File: config.mk
export PLATFORM = sky130hd
export DESIGN_NAME = bcd_rtc_param_flat
export DESIGN_NICKNAME = d
export VERILOG_FILES = /design/src/rtl/bcd_rtc_param_if.sv /design/src/rtl/bcd_rtc_param.sv /design/src/flat_wrapper.sv
export SDC_FILE = /design/constraint.sdc
export NUM_CORES = 1
export LEC_CHECK = 0
export ABC_CLOCK_PERIOD_IN_PS = 4500
export BUFFER_PORTS_ARGS = -buffer_cell sky130_fd_sc_hd__buf_2
export CORE_UTILIZATION = 47
export CTS_BUF_LIST = sky130_fd_sc_hd__clkbuf_16
export DETAILED_ROUTE_END_ITERATION = 12
export PLACE_DENSITY = 0.76
export SLEW_MARGIN = 20
export SYNTH_ARGS = -nofsm -noshare
export SYNTH_HDL_FRONTEND = slang
export SYNTH_SLANG_ARGS = --single-unit
File: constraint.sdc
create_clock -name clk -period 4.5 [get_ports clk]
set_input_delay 0.9 -clock clk [delete_from_list [all_inputs] [get_ports clk]]
set_output_delay 0.9 -clock clk [all_outputs]
set_load 0.1 [all_outputs]
File: src/rtl/bcd_rtc_param_if.sv
// Control/load inputs and BCD time/status outputs of the BCD real-time clock.
// Signal suffixes are taken from the clock core's side (slave modport).
interface bcd_rtc_param_if;
  logic       run_i;
  logic       load_i;
  logic [5:0] ld_hour_i;
  logic [6:0] ld_min_i;
  logic [6:0] ld_sec_i;
  logic       ld_pm_i;
  logic       alm_set_i;
  logic       alm_arm_i;
  logic [3:0] sec_unit_o;
  logic [2:0] sec_ten_o;
  logic [3:0] min_unit_o;
  logic [2:0] min_ten_o;
  logic [3:0] hour_unit_o;
  logic [1:0] hour_ten_o;
  logic       pm_o;
  logic       sec_pulse_o;
  logic       load_err_o;
  logic       alarm_hit_o;

  modport slave (
    input  run_i, load_i, ld_hour_i, ld_min_i, ld_sec_i, ld_pm_i, alm_set_i, alm_arm_i,
    output sec_unit_o, sec_ten_o, min_unit_o, min_ten_o, hour_unit_o, hour_ten_o, pm_o,
    output sec_pulse_o, load_err_o, alarm_hit_o
  );

  modport master (
    output run_i, load_i, ld_hour_i, ld_min_i, ld_sec_i, ld_pm_i, alm_set_i, alm_arm_i,
    input  sec_unit_o, sec_ten_o, min_unit_o, min_ten_o, hour_unit_o, hour_ten_o, pm_o,
    input  sec_pulse_o, load_err_o, alarm_hit_o
  );
endinterface

File: src/rtl/bcd_rtc_param.sv
// BCD HH:MM:SS real-time clock with 1 Hz prescaler, 24h/12h hours, validated
// time load, run/hold and a single HH:MM alarm.
module bcd_rtc_param #(
  parameter int unsigned TICK_DIV = 50_000_000,
  parameter bit          MODE_12H = 1'b0
) (
  input  logic           clk,
  input  logic           reset,
  bcd_rtc_param_if.slave bus
);

  localparam int unsigned    CntW        = (TICK_DIV > 1) ? $clog2(TICK_DIV) : 1;
  localparam logic [CntW-1:0] CntMax     = CntW'(TICK_DIV - 1);
  localparam logic [1:0]     RstHourTen  = MODE_12H ? 2'd1 : 2'd0;
  localparam logic [3:0]     RstHourUnit = MODE_12H ? 4'd2 : 4'd0;

  logic [CntW-1:0] cnt_q, cnt_d;
  logic [3:0] su_q, su_d, mu_q, mu_d, hu_q, hu_d;
  logic [2:0] st_q, st_d, mt_q, mt_d;
  logic [1:0] ht_q, ht_d;
  logic       pm_q, pm_d;
  logic [1:0] aht_q, aht_d;
  logic [3:0] ahu_q, ahu_d, amu_q, amu_d;
  logic [2:0] amt_q, amt_d;
  logic       apm_q, apm_d;
  logic       sec_pulse_q, sec_pulse_d;
  logic       load_err_q, load_err_d;
  logic       alarm_hit_q, alarm_hit_d;

  logic [3:0] n_su, n_mu, n_hu;
  logic [2:0] n_st, n_mt;
  logic [1:0] n_ht;
  logic       n_pm;
  logic       tick, load_ok, alm_ok, hour_v, min_v, sec_v, adv;

  function automatic logic hour_valid(input logic [5:0] h);
    logic [1:0] t;
    logic [3:0] u;
    t = h[5:4];
    u = h[3:0];
    if (MODE_12H) begin
      return ((t == 2'd0) && (u >= 4'd1) && (u <= 4'd9)) || ((t == 2'd1) && (u <= 4'd2));
    end
    return (u <= 4'd9) && ((t <= 2'd1) || ((t == 2'd2) && (u <= 4'd3)));
  endfunction

  function automatic logic sexa_valid(input logic [6:0] v);
    return (v[3:0] <= 4'd9) && (v[6:4] <= 3'd5);
  endfunction

  // Time one second after the current value; only used when a tick lands.
  always_comb begin
    n_su = su_q + 4'd1;
    n_st = st_q;
    n_mu = mu_q;
    n_mt = mt_q;
    n_hu = hu_q;
    n_ht = ht_q;
    n_pm = pm_q;
    if (su_q == 4'd9) begin
      n_su = 4'd0;
      n_st = st_q + 3'd1;
      if (st_q == 3'd5) begin
        n_st = 3'd0;
        n_mu = mu_q + 4'd1;
        if (mu_q == 4'd9) begin
          n_mu = 4'd0;
          n_mt = mt_q + 3'd1;
          if (mt_q == 3'd5) begin
            n_mt = 3'd0;
            if (MODE_12H && (ht_q == 2'd1) && (hu_q == 4'd1)) begin
              n_hu = 4'd2;
              n_pm = ~pm_q;
            end else if (MODE_12H && (ht_q == 2'd1) && (hu_q == 4'd2)) begin
              n_ht = 2'd0;
              n_hu = 4'd1;
            end else if (!MODE_12H && (ht_q == 2'd2) && (hu_q == 4'd3)) begin
              n_ht = 2'd0;
              n_hu = 4'd0;
            end else if (hu_q == 4'd9) begin
              n_ht = ht_q + 2'd1;
              n_hu = 4'd0;
            end else begin
              n_hu = hu_q + 4'd1;
            end
          end
        end
      end
    end
  end

  always_comb begin
    hour_v  = hour_valid(bus.ld_hour_i);
    min_v   = sexa_valid(bus.ld_min_i);
    sec_v   = sexa_valid(bus.ld_sec_i);
    tick    = bus.run_i && (cnt_q == CntMax);
    load_ok = bus.load_i && hour_v && min_v && sec_v;
    alm_ok  = bus.alm_set_i && hour_v && min_v;
    adv     = tick && !load_ok;

    cnt_d = cnt_q;
    if (load_ok || tick) begin
      cnt_d = '0;
    end else if (bus.run_i) begin
      cnt_d = cnt_q + CntW'(1);
    end

    {ht_d, hu_d, mt_d, mu_d, st_d, su_d, pm_d} = {ht_q, hu_q, mt_q, mu_q, st_q, su_q, pm_q};
    if (load_ok) begin
      {ht_d, hu_d} = bus.ld_hour_i;
      {mt_d, mu_d} = bus.ld_min_i;
      {st_d, su_d} = bus.ld_sec_i;
      pm_d         = MODE_12H ? bus.ld_pm_i : 1'b0;
    end else if (tick) begin
      {ht_d, hu_d, mt_d, mu_d, st_d, su_d, pm_d} = {n_ht, n_hu, n_mt, n_mu, n_st, n_su, n_pm};
    end

    {aht_d, ahu_d, amt_d, amu_d, apm_d} = {aht_q, ahu_q, amt_q, amu_q, apm_q};
    if (alm_ok) begin
      {aht_d, ahu_d} = bus.ld_hour_i;
      {amt_d, amu_d} = bus.ld_min_i;
      apm_d          = MODE_12H ? bus.ld_pm_i : 1'b0;
    end

    sec_pulse_d = adv;
    load_err_d  = (bus.load_i && !load_ok) || (bus.alm_set_i && !alm_ok);
    alarm_hit_d = adv && bus.alm_arm_i && (n_ht == aht_q) && (n_hu == ahu_q) &&
                  (n_mt == amt_q) && (n_mu == amu_q) && (n_st == 3'd0) && (n_su == 4'd0) &&
                  (!MODE_12H || (n_pm == apm_q));
  end

  always_ff @(posedge clk or posedge reset) begin
    if (reset) begin
      cnt_q       <= '0;
      su_q        <= 4'd0;
      st_q        <= 3'd0;
      mu_q        <= 4'd0;
      mt_q        <= 3'd0;
      hu_q        <= RstHourUnit;
      ht_q        <= RstHourTen;
      pm_q        <= 1'b0;
      ahu_q       <= RstHourUnit;
      aht_q       <= RstHourTen;
      amu_q       <= 4'd0;
      amt_q       <= 3'd0;
      apm_q       <= 1'b0;
      sec_pulse_q <= 1'b0;
      load_err_q  <= 1'b0;
      alarm_hit_q <= 1'b0;
    end else begin
      cnt_q       <= cnt_d;
      su_q        <= su_d;
      st_q        <= st_d;
      mu_q        <= mu_d;
      mt_q        <= mt_d;
      hu_q        <= hu_d;
      ht_q        <= ht_d;
      pm_q        <= pm_d;
      ahu_q       <= ahu_d;
      aht_q       <= aht_d;
      amu_q       <= amu_d;
      amt_q       <= amt_d;
      apm_q       <= apm_d;
      sec_pulse_q <= sec_pulse_d;
      load_err_q  <= load_err_d;
      alarm_hit_q <= alarm_hit_d;
    end
  end

  assign bus.sec_unit_o  = su_q;
  assign bus.sec_ten_o   = st_q;
  assign bus.min_unit_o  = mu_q;
  assign bus.min_ten_o   = mt_q;
  assign bus.hour_unit_o = hu_q;
  assign bus.hour_ten_o  = ht_q;
  assign bus.pm_o        = pm_q;
  assign bus.sec_pulse_o = sec_pulse_q;
  assign bus.load_err_o  = load_err_q;
  assign bus.alarm_hit_o = alarm_hit_q;

endmodule

File: src/flat_wrapper.sv
// flat-port wrapper written by rule: the top's interface ports become plain ports
module bcd_rtc_param_flat 
#(
  parameter int unsigned TICK_DIV = 50_000_000,
  parameter bit          MODE_12H = 1'b0
)
  (clk, reset, bus_run_i, bus_load_i, bus_ld_hour_i, bus_ld_min_i, bus_ld_sec_i, bus_ld_pm_i, bus_alm_set_i, bus_alm_arm_i, bus_sec_unit_o, bus_sec_ten_o, bus_min_unit_o, bus_min_ten_o, bus_hour_unit_o, bus_hour_ten_o, bus_pm_o, bus_sec_pulse_o, bus_load_err_o, bus_alarm_hit_o);
  bcd_rtc_param_if bus_i ();
  input  logic clk;
  input  logic reset;
  input wire logic [$bits(bus_i.run_i)-1:0] bus_run_i;
  input wire logic [$bits(bus_i.load_i)-1:0] bus_load_i;
  input wire logic [$bits(bus_i.ld_hour_i)-1:0] bus_ld_hour_i;
  input wire logic [$bits(bus_i.ld_min_i)-1:0] bus_ld_min_i;
  input wire logic [$bits(bus_i.ld_sec_i)-1:0] bus_ld_sec_i;
  input wire logic [$bits(bus_i.ld_pm_i)-1:0] bus_ld_pm_i;
  input wire logic [$bits(bus_i.alm_set_i)-1:0] bus_alm_set_i;
  input wire logic [$bits(bus_i.alm_arm_i)-1:0] bus_alm_arm_i;
  output wire logic [$bits(bus_i.sec_unit_o)-1:0] bus_sec_unit_o;
  output wire logic [$bits(bus_i.sec_ten_o)-1:0] bus_sec_ten_o;
  output wire logic [$bits(bus_i.min_unit_o)-1:0] bus_min_unit_o;
  output wire logic [$bits(bus_i.min_ten_o)-1:0] bus_min_ten_o;
  output wire logic [$bits(bus_i.hour_unit_o)-1:0] bus_hour_unit_o;
  output wire logic [$bits(bus_i.hour_ten_o)-1:0] bus_hour_ten_o;
  output wire logic [$bits(bus_i.pm_o)-1:0] bus_pm_o;
  output wire logic [$bits(bus_i.sec_pulse_o)-1:0] bus_sec_pulse_o;
  output wire logic [$bits(bus_i.load_err_o)-1:0] bus_load_err_o;
  output wire logic [$bits(bus_i.alarm_hit_o)-1:0] bus_alarm_hit_o;
  assign bus_i.run_i = bus_run_i;
  assign bus_i.load_i = bus_load_i;
  assign bus_i.ld_hour_i = bus_ld_hour_i;
  assign bus_i.ld_min_i = bus_ld_min_i;
  assign bus_i.ld_sec_i = bus_ld_sec_i;
  assign bus_i.ld_pm_i = bus_ld_pm_i;
  assign bus_i.alm_set_i = bus_alm_set_i;
  assign bus_i.alm_arm_i = bus_alm_arm_i;
  assign bus_sec_unit_o = bus_i.sec_unit_o;
  assign bus_sec_ten_o = bus_i.sec_ten_o;
  assign bus_min_unit_o = bus_i.min_unit_o;
  assign bus_min_ten_o = bus_i.min_ten_o;
  assign bus_hour_unit_o = bus_i.hour_unit_o;
  assign bus_hour_ten_o = bus_i.hour_ten_o;
  assign bus_pm_o = bus_i.pm_o;
  assign bus_sec_pulse_o = bus_i.sec_pulse_o;
  assign bus_load_err_o = bus_i.load_err_o;
  assign bus_alarm_hit_o = bus_i.alarm_hit_o;
  bcd_rtc_param #(.TICK_DIV(TICK_DIV), .MODE_12H(MODE_12H)) u_core (.clk(clk), .reset(reset), .bus(bus_i));
endmodule
Word level (Yosys, flattened, before mapping)
Index checks and enable logic that the tools add are counted.
{"block": "op_classes", "n_reduce_logical": 30, "eq_ne": 13, "addsub": 7, "mux": 36, "magnitude_cmp": 7}
{"operator": "4-bit 2-to-1 mux", "count": 16}
{"operator": "26-bit 2-to-1 mux", "count": 2}
{"operator": "3-bit 2-to-1 mux", "count": 10}
{"operator": "26-bit by 1-bit adder with 26-bit output, second input constant", "count": 1}
{"operator": "26-bit == test, second input constant", "count": 1}
{"operator": "1-bit logical AND", "count": 21}
{"operator": "2-bit 2-to-1 mux", "count": 8}
{"operator": "4-bit by 1-bit adder with 4-bit output, second input constant", "count": 3}
{"operator": "4-bit == test, second input constant", "count": 3}
{"operator": "4-bit less-or-equal comparator, second input constant", "count": 3}
{"operator": "4-bit == test", "count": 2}
{"operator": "3-bit by 1-bit adder with 3-bit output, second input constant", "count": 2}
{"operator": "3-bit == test, second input constant", "count": 2}
{"operator": "3-bit less-or-equal comparator, second input constant", "count": 2}
{"operator": "2-bit == test, second input constant", "count": 2}
{"operator": "4-bit by 2-bit == test with 1-bit output, second input constant", "count": 1}
{"operator": "4-bit by 2-bit less-or-equal comparator with 1-bit output, second input constant", "count": 1}
{"operator": "4-bit zero test", "count": 1}
{"operator": "2-bit nonzero test", "count": 2}
{"operator": "3-bit == test", "count": 1}
{"operator": "3-bit zero test", "count": 1}
{"operator": "1-bit logical OR", "count": 3}
{"operator": "2-bit by 1-bit adder with 2-bit output, second input constant", "count": 1}
{"operator": "2-bit == test", "count": 1}
{"operator": "2 further kinds", "count": 3}
{"block": "totals", "output_inout_bits": 24, "ff_bits": 62, "wordCells": 107, "input_bits": 27}

Logic depth before layout (Yosys ltp)
Gate-level depths: netlist of the first run.
{"block": "logic_depth", "ltp_word": 16, "ltp_mapped": 9, "ltp_nobuf": 9}

Least setup slack after synthesis of the first run
No wires, ideal clock.
{"block": "synth_timing", "kind": "reg-to-reg", "from": "register u_core.su_q[0], in the netlist u_core.bus.sec_unit_o[0]", "to": "register u_core.alarm_hit_q, in the netlist u_core.bus.alarm_hit_o", "path_slack_ns": 1.833, "period_less_slack_ns": 2.667, "path_buffers": 1, "required_time_ns": 4.405, "stages_incl_launch_ff": 9, "setup_time_ns": 0.095, "t_arrival_ns": 2.572, "path_cell_list": "dfrtp_1 -> clkbuf_2 -> nand4b_4 -> and4bb_4 -> mux2i_1 -> xor2_1 -> nand2_1 -> nor4_1 -> nor4b_2"}
{"block": "synth_via", "elab_chain_len": 9, "word_cells_on_any_way": 20, "cone_classes": "1 x add/sub; 5 x eq/ne; 6 x mux; 8 x reduce/logical"}
{"element": "start, declared", "line_no": "bcd_rtc_param.sv:18", "rtl": "logic [3:0] su_q, su_d, mu_q, mu_d, hu_q, hu_d;"}
{"element": "start signal, assigned", "line_no": "bcd_rtc_param.sv:152", "rtl": "su_q <= su_d;"}
{"element": "4-bit == test", "line_no": "bcd_rtc_param.sv:60", "rtl": "if (su_q == 4'd9) begin"}
{"element": "2-bit 2-to-1 mux", "line_no": "bcd_rtc_param.sv:60"}
{"element": "2-bit == test", "line_no": "bcd_rtc_param.sv:127", "rtl": "alarm_hit_d = adv && bus.alm_arm_i && (n_ht == aht_q) && (n_hu == ahu_q) &&"}
{"element": "1-bit logical AND (3 in series)", "line_no": "bcd_rtc_param.sv:127"}
{"element": "1-bit logical AND (2 in series)", "line_no": "bcd_rtc_param.sv:128", "rtl": "(n_mt == amt_q) && (n_mu == amu_q) && (n_st == 3'd0) && (n_su == 4'd0) &&"}
{"element": "1-bit logical AND *", "line_no": "bcd_rtc_param.sv:128"}
{"element": "named net u_core.alarm_hit_d", "line_no": "bcd_rtc_param.sv:28", "rtl": "logic alarm_hit_q, alarm_hit_d;"}
{"element": "end signal, assigned", "line_no": "bcd_rtc_param.sv:166", "rtl": "alarm_hit_q <= alarm_hit_d;"}
{"element": "end, declared", "line_no": "bcd_rtc_param.sv:28"}
The timed path passes the listed nets; every way through them passes the cells marked *.
A chain may end at the register's enable or synchronous reset.

Final worst setup path of the first run
{"block": "layout_timing", "from": "input port bus_ld_hour_i[1]", "to": "register u_core.cnt_q[3]"}
{"block": "layout_via", "elab_chain_len": 9, "word_cells_on_any_way": 11, "cone_classes": "2 x order compare; 1 x mux; 8 x reduce/logical"}
{"element": "start, declared", "line_no": "flat_wrapper.sv:13", "rtl": "input wire logic [$bits(bus_i.ld_hour_i)-1:0] bus_ld_hour_i;"}
{"element": "4-bit by 2-bit less-or-equal comparator with 1-bit output", "line_no": "bcd_rtc_param.sv:44", "rtl": "return (u <= 4'd9) && ((t <= 2'd1) || ((t == 2'd2) && (u <= 4'd3)));"}
{"element": "1-bit logical AND", "line_no": "bcd_rtc_param.sv:44"}
{"element": "1-bit logical OR", "line_no": "bcd_rtc_param.sv:44"}
{"element": "1-bit logical AND *", "line_no": "bcd_rtc_param.sv:44"}
{"element": "1-bit logical AND * (3 in series)", "line_no": "bcd_rtc_param.sv:97", "rtl": "load_ok = bus.load_i && hour_v && min_v && sec_v;"}
{"element": "1-bit logical OR *", "line_no": "bcd_rtc_param.sv:102", "rtl": "if (load_ok || tick) begin"}
{"element": "26-bit 2-to-1 mux or 2-bit nonzero test (tied branches)"}
{"element": "end signal, assigned", "line_no": "bcd_rtc_param.sv:151", "rtl": "cnt_q <= cnt_d;"}
{"element": "end, declared", "line_no": "bcd_rtc_param.sv:17", "rtl": "logic [CntW-1:0] cnt_q, cnt_d;"}
Mark *: on every way between the ends. The rest lies on a longest branch, timed or not.

==> results of run 1 <==
[flip-flops by register name, summed over array words and instances, names as in the netlist]
signal                  count
u_core.bus.load_err_o       1
u_core.amt_q                3
u_core.bus.sec_pulse_o      1
u_core.aht_q                2
u_core.bus.sec_unit_o       4
u_core.bus.hour_unit_o      4
u_core.ahu_q                4
u_core.bus.hour_ten_o       2
u_core.bus.alarm_hit_o      1
u_core.bus.min_unit_o       4
u_core.bus.sec_ten_o        3
u_core.cnt_q               26
u_core.amu_q                4
u_core.bus.min_ten_o        3
[per-layer routing]
metal,track usage,share of wire
met2,0.3649,0.47
met5,0,0
met3,0.04355,0.060
met1,0.2925,0.45
met4,0.09524,0.023
[area by class of cell]
cell class	count	area [um2]	share of cell area
clock buffer	9	225.2	0.05114
multi-input combinational	318	2126	0.4827
sequential	62	1551	0.3523
tap	102	127.6	0.02898
inverter	8	30.03	0.006818
timing repair buffer	50	255.2	0.05795
clock inverter	7	88.84	0.02017
[cell usage after synthesis (3+ instances only)]
library cell   n
dfrtp_1       62
nand2_1       51
nor2_1        42
o21ai_0       29
xor2_1        25
mux2_2        14
xnor2_1       14
nand3_1       12
a21oi_1       10
and3_1         9
mux2i_1        9
inv_1          8
nor3_1         7
clkbuf_1       6
or3_1          6
nand2b_1       5
nand4_1        5
a31oi_1        4
ha_1           4
nor2b_1        4
nor4_1         4
o31ai_1        4
and2_1         3
nor4bb_1       3
o21a_1         3
o22ai_1        3
[path summary, 6_finish.rpt]
kind	slack, ns	endpoint
worst max-delay path	1.86	u_core.cnt_q[3]$_DFFE_PP0P_
worst max register to register	2.13	u_core.cnt_q[3]$_DFFE_PP0P_
min in group asynchronous	0.71	u_core.cnt_q[23]$_DFFE_PP0P_
max in group asynchronous	2.92	u_core.cnt_q[1]$_DFFE_PP0P_
worst min-delay path	0.53	u_core.ahu_q[2]$_DFFE_PP0P_
worst min register to register	0.53	u_core.ahu_q[2]$_DFFE_PP0P_
[where the power goes]
part | leakage, nW | switching (W) | internal (W)
clock network | 0.149 | 0.000261 | 0.000481
logic | 1.01 | 0.000593 | 0.000250
registers | 0.789 | 0.000153 | 0.000658
total | 1.95 | 0.00101 | 0.00139
[cells by family (layout without fill, tap and decap cells)]
logic type	Yosys count	count (layout)	share of synthesized area
multiplexers	24	24	0.07200
AND/OR/NAND/NOR	182	182	0.2767
buffers and inverters	20	74	0.02200
other	1	1	0.0009990
flip-flops	62	62	0.4133
XOR/XNOR	39	39	0.09100
adder cells (fa/ha/maj)	5	5	0.01600
AO/OA/AOI/OAI	67	67	0.1080
[critical path: cells and delay by family]
family	cells	cell delay (ns)
AO/OA/AOI/OAI	1	0.41
AND/OR/NAND/NOR	3	1.36
buffers and inverters	1	0.13
[through the flow]
stage	hold WS (ns)	std cells	power (W)	cell area, um2	util
detailed placement	0.5152	540	0.001656	4090	0.5293
floorplan	0.4968	400	0.001496	3754	-
global placement	0.5088	540	0.001632	4090	0.5293
CTS	0.5282	556	0.002402	4404	0.5699
global route	0.5548	556	0.002506	4404	0.5699
finish	0.5301	556	0.002395	4404	0.5699
==> summary.txt, run 1 <==
Worst setup path
  – Arr. time, crit path: between 2 and 3 ns
  – Setup Crit Path Kind: in2reg
  – CP max FO: 24
  – Critical path launch point type: input pin
  – Crit path launch: bus_ld_hour_i[1]
  – CP Cell Sequence: buf_2, o32a_1, or3_1, nand2_1, nor2_1
  – Critical Path RT: roughly 4.7 ns
  – Worst r2r src: u_core.cnt_q[9]$_DFFE_PP0P_
  – Critical-path top delay cell: nand2_1
  – CP peak stage delay: between 0.6 and 0.7 ns
  – Crit end category: flip-flop
  – Worst r2r path cells: 5

Floorplan
  – Die Wd: between 90 and 100 um
  – Rows: 32
  – I/O pin count: about 50
  – Die height: just over 90 um
  – Initial Util: 0.4858
  – Total core area: a little under 8000 um2
  – Die area: 8348 um2

Min path
  – Min-Delay Path Depth: 1
  – Hold WC Path Type: reg2reg
  – Min-delay src: u_core.ahu_q[2]$_DFFE_PP0P_

Final layout
  – Fillcell total: between 600 and 700
  – Ant diodes: 0
  – Most common cell after layout, fill and taps aside: dfrtp_1
  – Fin nets: 480
  – Share of layout cells above drive strength 1: 0.2313
  – Layout area overhead: 17.33%
  – Commonest non-fill, non-tap cells in the layout: 62 x dfrtp_1, 51 x nand2_1, 48 x buf_2, 42 x nor2_1, 29 x o21ai_0

Timing
  – Setup Skew: 0.006456 ns
  – Worst setup margin: about 1.9 ns
  – Final Cycle Share: 0.5867
  – Least-Margin Pin Slew: approximately 0.78 ns
  – Final worst path period need: around 2.6 ns
  – Final Slew Violations: 0
  – Endpoints failing hold: 0
  – Rel. slew slack: 0.4793
  – Fmax: between 300 and 400 MHz
  – Final setup fails: 0
  – Unrepaired setup endpoints after global routing: no
  – Sum Neg Setup Slack: 0 ns

Synth
  – Post-synth EDFFs: 0
  – Mapped Cells: 400
  – Syn Area/Cell: 9.384 um2
  – Sequential share of the synthesized area: 0.4133
  – Leading area contributor after synthesis: dfrtp_1
  – Synth cell types: around 70
  – Cell area after synthesis: roughly 3800 um2
  – Net Count, Synth: around 430
  – Ranking of synthesized cells by area: dfrtp_1 41%, xor2_1 5.8%, nand2_1 5.1%
  – Dominant synthesized flop cell: dfrtp_1
  – Post-synth ARST share: 1.000
  – #FFs+latches synth: 62
  – Synth warn: 0
  – Synth top area share: 0.4133

Global route
  – GRT Total Usage: 0.2245
  – Largest net degree at the start of global routing: 37
  – Grt ovf: 0
  – Vias in the first global route: about 3,000
  – Antenna violations before repair: 0
  – First-pass GRT wire length: ~15,000 um

Power
  – VDD IR max: approximately 0.32 mV
  – Pleak: 1.945 nW
  – Power Density: 543.9 nW/um2

CTS
  – TritonCTS clock tree: done
  – Clock Latency Late Sink: between 0.3 and 0.4 ns
  – CTS root buf: clkbuf_16
  – H-tree depth: 3
  – Post-CTS sizing: 0
  – Num CTS Buffers: 9
  – CTS clock-pin slew for the worst setup and hold paths: ~0.05 ns
  – CTS max path bufs: 2
  – Cts hold-fix bufs: 0
  – Postcts setup bufs: 0
  – Sink Count: a little over 60

Detailed routing
  – Antenna viol nets, final: 0
  – First DRT Iteration DRCs: 187
  – Final Routed Wirelength: between 8000 and 9000 um
  – Number of remaining DRC errors: 0
  – Pre-Repair DR Iteration Count: 4
  – Wirelength per Cell: approximately 16 um
  – Routed vias: 3,137
  – DR vias/cell: approximately 5.6

Run status
  – Outcome: completed

Placement
  – DPL Wire Length: between 6000 and 7000 um
  – Place WS: 1.529 ns
  – IO Port Bufs: 48
  – Routability congestion estimate: 0.8301

Job
  – Max Cap Viol: 0
Note: power is estimated with default switching activity, not from simulation.
==> run 2: changes to the inputs <==
- ABC_AREA: unset -> 1
- ABC_CLOCK_PERIOD_IN_PS: 4500 -> 2750
- clock period: 4.5 -> 2.75 ns (I/O delays scaled with it)
==> run 2 against run 1 <==
  * Routed wire length up 17%
  * Synthesized cell count up 41%
  * Hold slack worse by 0.26 ns
  * Setup slack worse by 1.4 ns
  * Clock skew down 0.0037 ns
  * Core utilization down 0.80 points
  * Register-to-register slack worse by 1.6 ns
  * Via count up 25%
  * Clock power up 61%
  * First-iteration DRC count up 71%
==> summary.txt, run 2 <==
CTS
  – Cts hold-fix bufs: 0 (unchanged)
  – CTS clock-pin slew for the worst setup and hold paths: 0.05 ns (about the same)
  – H-tree depth: 3 (unchanged)
  – CTS max path bufs: 2 (unchanged)
  – Clock Latency Late Sink: 0.33 ns (about the same)
  – Postcts setup bufs: 0 (unchanged)
  – Num CTS Buffers: 9 (unchanged)
  – TritonCTS clock tree: done (unchanged)
  – Post-CTS sizing: 0 (unchanged)
  – CTS root buf: clkbuf_16 (unchanged)
  – Sink Count: 62 (unchanged)

Final layout
  – Share of layout cells above drive strength 1: 0.1470 (was 0.2313)
  – Sequential cell area: 1551 um2 (unchanged)
  – Largest register FFs: 26 (unchanged)
  – Layout area overhead: 16.76% (was 17.33%)
  – Most common cell after layout, fill and taps aside: nand2_1 (was dfrtp_1)
  – Ant diodes: 0 (unchanged)
  – Area of the multi-input gates: 1999 um2 (was 2126 um2)
  – Top reg by flops: u_core.cnt_q (unchanged)
  – Finished Cell Area: 4594 um2 (was 4404 um2)
  – Commonest non-fill, non-tap cells in the layout: 173 x nand2_1, 83 x inv_1, 62 x dfrtp_1, 49 x nor2_1, 48 x buf_2 (was 62 x dfrtp_1, 51 x nand2_1, 48 x buf_2, 42 x nor2_1, 29 x o21ai_0)
  – Fin nets: 646 (was 480)
  – Fillcell total: 764 (was 671)

Synth
  – Cell with the most instances after synthesis: nand2_1 (was dfrtp_1)
  – Post-synth ARST share: 1.000 (unchanged)
  – Leading cell types by count after synthesis: 173 x nand2_1, 84 x inv_1, 62 x dfrtp_1 (was 62 x dfrtp_1, 51 x nand2_1, 42 x nor2_1)
  – Dominant synthesized flop cell: dfrtp_1 (unchanged)
  – Synth warn: 0 (unchanged)
  – Mapped Cells: 564 (was 400)
  – Post-synth EDFFs: 0 (unchanged)
  – Sequential share of the synthesized area: 0.3943 (was 0.4133)
  – Synth top area share: 0.3943 (was 0.4133)
  – #FFs+latches synth: 62 (unchanged)
  – Leading area contributor after synthesis: dfrtp_1 (unchanged)
  – Net Count, Synth: 595 (was 431)
  – Synth cell types: 31 (was 68)
  – Ranking of synthesized cells by area: dfrtp_1 39%, nand2_1 17%, inv_1 8.0% (was dfrtp_1 41%, xor2_1 5.8%, nand2_1 5.1%)
  – Cell area after synthesis: 3935 um2 (was 3754 um2)
  – Syn Area/Cell: 6.977 um2 (was 9.384 um2)

Worst setup path
  – CP Cell Sequence: ha_1, nand3_1, nor2_1, inv_1, nor3_2, nand2_1, nand2_2, inv_2, nand2_1, o221ai_1 (was buf_2, o32a_1, or3_1, nand2_1, nor2_1)
  – Critical path launch point type: flip-flop (was input pin)
  – Top Family by Delay on Critical Path: simple AND/OR/NAND/NOR gates (unchanged)
  – CP max FO: 20 (was 24)
  – Critical Path RT: 2.92 ns (was 4.67 ns)
  – Worst r2r path cells: 10 (was 5)
  – Cell mode on critical path: nand2_1
  – Worst Path Buf+Inv: 2 (was 1)
  – Arr. time, crit path: 2.44 ns (was 2.81 ns)
  – CP peak stage delay: 0.36 ns (was 0.66 ns)
  – Setup Crit Path Kind: reg2reg (was in2reg)
  – Critical R2R Capture: u_core.bus.min_unit_o[2]$_DFFE_PP0N_ (was u_core.cnt_q[3]$_DFFE_PP0P_)
  – Crit end category: flip-flop (unchanged)
  – R2r setup slk: 0.48 ns (was 2.13 ns)
  – Worst r2r src: u_core.cnt_q[1]$_DFFE_PP0P_ (was u_core.cnt_q[9]$_DFFE_PP0P_)
  – Critical-path top delay cell: dfrtp_1 (was nand2_1)

Timing
  – Unrepaired setup endpoints after global routing: no (unchanged)
  – Least-Margin Pin Slew: 0.8392 ns (was 0.7792 ns)
  – Endpoints failing hold: 0 (unchanged)
  – Final Cycle Share: 0.8238
  – Setup Skew: 0.002719 ns (was 0.006456 ns)
  – Final setup fails: 0 (unchanged)
  – Rel. slew slack: 0.4405 (was 0.4793)
  – Final Slew Violations: 0 (unchanged)
  – Sum Neg Setup Slack: 0 ns (unchanged)
  – Final worst path period need: around 2.3 ns
  – Fmax: between 400 and 500 MHz

Placement
  – Routability congestion estimate: 0.9051 (was 0.8301)
  – IO Port Bufs: 48 (unchanged)
  – DPL Wire Length: 7211 um (was 6096 um)
  – Cell area after placement: 4292 um2 (was 4090 um2)

Min path
  – Hold WC Path Type: in2async (was reg2reg)

Global route
  – Grt ovf: 0 (unchanged)
  – Largest net degree at the start of global routing: 63 (was 37)
  – First-pass GRT wire length: 17,060 um (was 14,660 um)
  – GRT Total Usage: 0.2504 (was 0.2245)
  – Vias in the first global route: 3,884 (was 3,003)
  – Antenna violations before repair: 0 (unchanged)

Floorplan
  – Die height: 93.50 um (was 91.37 um)
  – Total core area: 8175 um2 (was 7727 um2)
  – Rows: 33 (was 32)
  – Die Wd: 93.50 um (was 91.37 um)
  – Initial Util: 0.4813 (was 0.4858)
  – Die area: 8742 um2 (was 8348 um2)
  – I/O pin count: 51 (unchanged)

Detailed routing
  – First DRT Iteration DRCs: 320 (was 187)
  – Wirelength per Cell: 13.90 um (was 15.52 um)
  – Pre-Repair DR Iteration Count: 5 (was 4)
  – DR vias/cell: 5.398 (was 5.642)
  – Antenna viol nets, final: 0 (unchanged)
  – Final Routed Wirelength: 10,060 um (was 8628 um)
  – Number of remaining DRC errors: 0 (unchanged)
  – Routed vias: 3,908 (was 3,137)

Job
  – Max Cap Viol: 0 (unchanged)

Power
  – Power Total: 0.004153 W (was 0.002395 W)
  – Pleak: 2.315 nW (was 1.945 nW)
  – Power Density: 904.0 nW/um2 (was 543.9 nW/um2)
  – VDD IR max: 0.6913 mV (was 0.3235 mV)

Run status
  – Outcome: completed (unchanged)
-- run 2: cell families after synthesis --
| logic type | share of synthesized area |
|---|---|
| xor+xnor | 0.02003 |
| compound gates | 0.1062 |
| simple gates | 0.3682 |
| buf+inv | 0.09761 |
| fa+ha+maj | 0.01272 |
| flops | 0.3943 |
| other cells | 0.0009530 |
-- run 2: worst max-delay path by stage --
stage          cells past startpoint                                 start                                    to
3_5_place_dp                       9                       bus_ld_sec_i[1]  u_core.bus.min_unit_o[2]$_DFFE_PP0N_
3_3_place_gp                       9                       bus_ld_sec_i[1]  u_core.bus.min_unit_o[2]$_DFFE_PP0N_
6_report                          10           u_core.cnt_q[1]$_DFFE_PP0P_  u_core.bus.min_unit_o[2]$_DFFE_PP0N_
2_1_floorplan                     12  u_core.bus.min_unit_o[0]$_DFFE_PP0N_      u_core.bus.alarm_hit_o$_DFF_PP0_
4_1_cts                           10           u_core.cnt_q[1]$_DFFE_PP0P_  u_core.bus.min_unit_o[3]$_DFFE_PP0N_
5_1_grt                           10           u_core.cnt_q[1]$_DFFE_PP0P_  u_core.bus.min_unit_o[3]$_DFFE_PP0N_
-- run 2: report_power, final --
group          internal, W  leakage, nW  total [W]  switching (W)
logic             0.000376         1.38    0.00162        0.00125
registers          0.00112        0.787    0.00135       0.000225
clock network     0.000778        0.150    0.00119       0.000408
-- run 2: tightest hold or removal path, stage by stage --
cell	delay [ns]
buf_2	0.10
inv_2	0.06
buf_12	0.29
-- run 2: area by class of cell --
cell class,instances,area share
timing repair buffer,52,0.06155
multi-input combinational,403,0.4352
sequential,62,0.3377
inverter,87,0.07108
clock inverter,6,0.01688
clock buffer,9,0.04902
tap,105,0.02859
-- run 2: metrics by stage --
stage                     hold WS (ns)  utilization  worst slack, ns  cells
final                           0.2722       0.5620           0.4846    724
after global routing            0.3086       0.5620           0.2887    724
after CTS                       0.2917       0.5620           0.4591    724
after detailed placement        0.4957       0.5249           0.2831    709
after global placement          0.4843       0.5249           0.2977    709
after floorplan                 0.4547            -           0.5484    564
-- run 2: metal layers --
metal / routed length (um) / part of all wire / vias to the layer above / GRT usage
met5: 0 / 0 / - / 0
met4: 162 / 0.016 / 0 / 0.1179
met2: 4773 / 0.47 / 138 / 0.4075
met3: 587 / 0.058 / 15 / 0.04959
li1: - / - / 1922 / -
met1: 4539 / 0.45 / 1833 / 0.3192
